## config.mk

```make
export PLATFORM = sky130hd
export DESIGN_NAME = adder8
export DESIGN_NICKNAME = d
export VERILOG_FILES = /design/src/rtl/adder8.sv
export SDC_FILE = /design/constraint.sdc
export NUM_CORES = 1
export LEC_CHECK = 0
export BUFFER_PORTS_ARGS = -buffer_cell sky130_fd_sc_hd__clkbuf_2
export CAP_MARGIN = 20
export CORE_MARGIN = 2
export CORE_UTILIZATION = 40
export CTS_CLUSTER_DIAMETER = 100
export DETAILED_ROUTE_END_ITERATION = 6
export PLACE_DENSITY = 0.8
export SYNTH_ARGS = -nofsm -noshare
export SYNTH_HDL_FRONTEND = slang
export SYNTH_SLANG_ARGS = --single-unit
```

## constraint.sdc

```tcl
create_clock -name clk -period 2.1 [get_ports clk]
set_input_delay 0.42 -clock clk [delete_from_list [all_inputs] [get_ports clk]]
set_output_delay 0.42 -clock clk [all_outputs]
set_load 0.01 [all_outputs]
```

## src/rtl/adder8.sv

```systemverilog
// adder8: combinational adder with registered result, flags and sticky overflow.
// Optional feature: define ADDER8_SAT_EN to saturate res at all-ones on unsigned carry.
module adder8 #(
   parameter int WIDTH = 8
) (
   input  logic             clk,
   input  logic             rst,
   input  logic [WIDTH-1:0] a,
   input  logic [WIDTH-1:0] b,
   input  logic             en,
   input  logic             clr,
   output logic [WIDTH-1:0] res,
   output logic             cout,
   output logic             ovf,
   output logic [WIDTH-1:0] res_q,
   output logic             cout_q,
   output logic             ovf_q,
   output logic             zero_q,
   output logic             ovf_sticky
);

   logic [WIDTH:0]   w_sum;
   logic [WIDTH-1:0] w_res;
   logic             w_cout;
   logic             w_ovf;
   logic             w_zero;

   logic [WIDTH-1:0] r_res;
   logic             r_cout;
   logic             r_ovf;
   logic             r_zero;
   logic             r_sticky;

   assign w_sum  = {1'b0, a} + {1'b0, b};
   assign w_cout = w_sum[WIDTH];
   // Signed overflow: like-signed operands producing an opposite-signed sum.
   assign w_ovf  = (a[WIDTH-1] == b[WIDTH-1]) &&
                   (w_sum[WIDTH-1] != a[WIDTH-1]);

`ifdef ADDER8_SAT_EN
   assign w_res = w_cout ? {WIDTH{1'b1}} : w_sum[WIDTH-1:0];
`else
   assign w_res = w_sum[WIDTH-1:0];
`endif

   assign w_zero = (w_res == '0);

   always_ff @(posedge clk or posedge rst) begin
      if (rst) begin
         r_res  <= '0;
         r_cout <= 1'b0;
         r_ovf  <= 1'b0;
         r_zero <= 1'b1;
      end else if (en) begin
         r_res  <= w_res;
         r_cout <= w_cout;
         r_ovf  <= w_ovf;
         r_zero <= w_zero;
      end
   end

   // A captured overflow takes priority over a same-edge clear.
   always_ff @(posedge clk or posedge rst) begin
      if (rst) begin
         r_sticky <= 1'b0;
      end else if (en && w_ovf) begin
         r_sticky <= 1'b1;
      end else if (clr) begin
         r_sticky <= 1'b0;
      end
   end

   assign res        = w_res;
   assign cout       = w_cout;
   assign ovf        = w_ovf;
   assign res_q      = r_res;
   assign cout_q     = r_cout;
   assign ovf_q      = r_ovf;
   assign zero_q     = r_zero;
   assign ovf_sticky = r_sticky;

endmodule

```

==> results.md <==
- Status: finished with violations
- Violated checks: negative setup slack
- Die area: between 2000 and 2500 um2
- Boundary pin count: 42
- Drt pass-1 iters: 4
- Syn Nets: roughly 110
- Clk root buf: clkbuf_4
- Flops & latches, synth: 12
- Initial antenna violation count: 0
- Worst vdd ir: 0.494 mV
- Crit path time final: roughly 2.2 ns
- Core Box Area: between 1500 and 2000 um2
- Slew @ Worst Pin: about 0.45 ns
- Crit Path Max Fanout: 2
- WS Path Type: input pin to primary output
- Inserted Diodes: 0
- Routed WL: ~2300 um
- Max Cap Viol: 0
- Largest net degree at the start of global routing: 14
- Max-slew violations: 0
- Worst hold path class: input pin to async pin
- CTS tree: done
- Number of global-route vias before repair: approximately 840
- Clk_skew: 0 ns
- Worst-Skew Late Latency: roughly 0.28 ns
- Synth Area per Inst: 10.7 um2
- Setup crit end kind: primary output
- Post-synthesis cell area: ~800 um2
- Max_slew headroom: 0.702
- Starting DRT DRC Count: 10
- Register area share after synthesis: 0.366
- Initial core utilization: 0.424
- Fillers: 148
- PnR worst setup slack: -0.113 ns
- TritonCTS Buffers: 3
- Power consumption: ~940 uW
- Row count: 16
- H-tree levels: 1
- DR vias: about 840
- Yosys cell types: 27
- Crit path launch type: input pin
- Critical path arrival: ~1.8 ns
- Gpl congestion: between 0.8 and 0.9
- First-pass GRT wire length: 3540 um
- Clk slew on worst S/H paths: roughly 0.08 ns
- RSZ-0062 raised after global routing: true
- PortBufs: 41
- Antenna viol nets, final: 0
- Tcrit/Tclk final: 1.05
- Placed Cells incl. Taps: approximately 160
- Fin nets: around 170
- PwrDens: approximately 680 nW/um2
- Leak pwr: just under 0.7 nW
- Die W: ~50 um
- DRC viols: 0
- Worst Setup Slack post-DPL: -0.254 ns
- Final setup fails: 5
- Placed wire-length estimate: approximately 1600 um
- Die H: 49.4 um
- Area grow syn2layout: 68.2%
- Routed wire length per instance: ~14 um
- CTS Buffer Depth: 2
- Non-filler cells, final: approximately 160
- Global Route Usage Sum: 0.194
- Post-Synthesis Cells: between 70 and 80
- # clock sinks: 12
- Layout cell share with drive strength beyond 1: 0.657
- Via density: 5.12
- Critical Path RT: 1.68 ns
- FMAX: 452 MHz
- Syn. warnings: 0
- Gr ovfl total: 0
- Final Hold Vio Count: 0
[worst paths after layout]
path / startpoint / to / slack (ns) / cells past startpoint
min in group clk: clr / ovf_sticky / 0.35 / 2
max in group asynchronous: rst / zero_q / 1.65 / 2
worst max-delay path: a[0] / cout / -0.11 / 10
worst min-delay path: rst / res_q[5] / 0.11 / 2
worst max register to register: res_q[7] / res_q[7] / 1.34 / 1
worst min register to register: res_q[0] / res_q[0] / 0.52 / 1
[registers in the layout, summed over array words and instances (netlist names)]
name	count
res_q	8
cout_q	1
ovf_q	1
ovf_sticky	1
zero_q	1
[power breakdown]
group	internal [mW]	total, mW	switching (mW)
logic	0.235	0.452	0.217
clock network	0.106	0.193	0.0870
registers	0.276	0.299	0.0226
total	0.617	0.943	0.326
[layout by cell type (no fill, tap or decap), drive strengths merged]
master   n
clkbuf  38
buf     23
dfrtp   11
mux2     8
inv      8
ha       8
nor2     6
a21oi    4
o21ai    3
xor2     3
nand2b   3
xnor2    3
nand2    2
o22ai    2
o41ai    2
nor3     2
a211oi   1
o21bai   1
o211ai   1
o21a     1
o31a     1
a31oi    1
nor4     1
nand3b   1
or4      1
fa       1
dfstp    1
[synthesized netlist by cell type, drive strengths merged]
| library cell | instances | share of area |
|---|---|---|
| nand2b | 3 | 0.023 |
| a31oi | 1 | 0.0076 |
| o22ai | 2 | 0.015 |
| dfrtp | 11 | 0.33 |
| ha | 8 | 0.12 |
| o21ai | 3 | 0.018 |
| o21a | 1 | 0.0091 |
| o41ai | 2 | 0.053 |
| o31a | 1 | 0.011 |
| a211oi | 1 | 0.015 |
| nor3 | 2 | 0.012 |
| nand3b | 1 | 0.0091 |
| o211ai | 1 | 0.0091 |
| fa | 1 | 0.024 |
| xnor2 | 3 | 0.032 |
| nor2 | 6 | 0.027 |
| nand2 | 2 | 0.0091 |
| or4 | 1 | 0.0091 |
| dfstp | 1 | 0.032 |
| a21oi | 4 | 0.024 |
| nor4 | 1 | 0.0076 |
| clkbuf | 1 | 0.0046 |
| o21bai | 1 | 0.014 |
| xor2 | 3 | 0.032 |
| inv | 8 | 0.036 |
| mux2 | 8 | 0.11 |
[routing by layer]
| layer | part of all wire | track usage | vias to the layer above |
|---|---|---|---|
| met4 | 0.039 | 0.124 | 0 |
| li1 | - | - | 393 |
| met1 | 0.36 | 0.192 | 398 |
| met2 | 0.54 | 0.356 | 37 |
| met3 | 0.063 | 0.0460 | 11 |
| met5 | 0 | 0 | - |
[final cells by class]
type / count / area [um2] / area share
multi-input cells: 56 / 626 / 0.452
repair buffers: 57 / 358 / 0.258
flip-flops and latches: 12 / 302 / 0.218
clock buffers: 4 / 36.3 / 0.0262
well taps: 27 / 33.8 / 0.0244
inverters: 8 / 30.0 / 0.0217
[metrics by stage]
stage	util	hold WS [ns]	setup TNS, ns	cell area [um2]
3_5_place_dp	0.605	0.423	-1.55	1170
2_1_floorplan	-	0.284	0	857
3_3_place_gp	0.605	0.412	-1.27	1170
5_1_grt	0.713	0.148	-0.790	1390
6_report	0.713	0.110	-0.438	1390
4_1_cts	0.673	0.123	-0.723	1310
[critical path, stage by stage]
cell and delay (ns):
buf_8 0.07, ha_4 0.14, inv_2 0.04, fa_2 0.33, nand2b_4 0.17, a21oi_4 0.15
o31a_1 0.17, o21ai_1 0.09, nand2_1 0.08, clkbuf_2 0.12
[logic make-up after synthesis]
logic type               after synthesis  synth area share
buffers and inverters                  9            0.0410
flip-flops                            12             0.366
AO/OA/AOI/OAI                         17             0.176
multiplexers                           8             0.109
adder cells (fa/ha/maj)                9             0.146
AND/OR/NAND/NOR                       16            0.0973
XOR/XNOR                               6            0.0638
[what timing repair did]
action / 4_1_cts / 5_1_grt
buffers inserted: 2 / 3
hold buffers: 0 / 0
resized for setup: 16 / 15
setup endpoints to repair: 7 / 8
pin swaps: 9 / 7
Power figures use the tool's default switching activity.
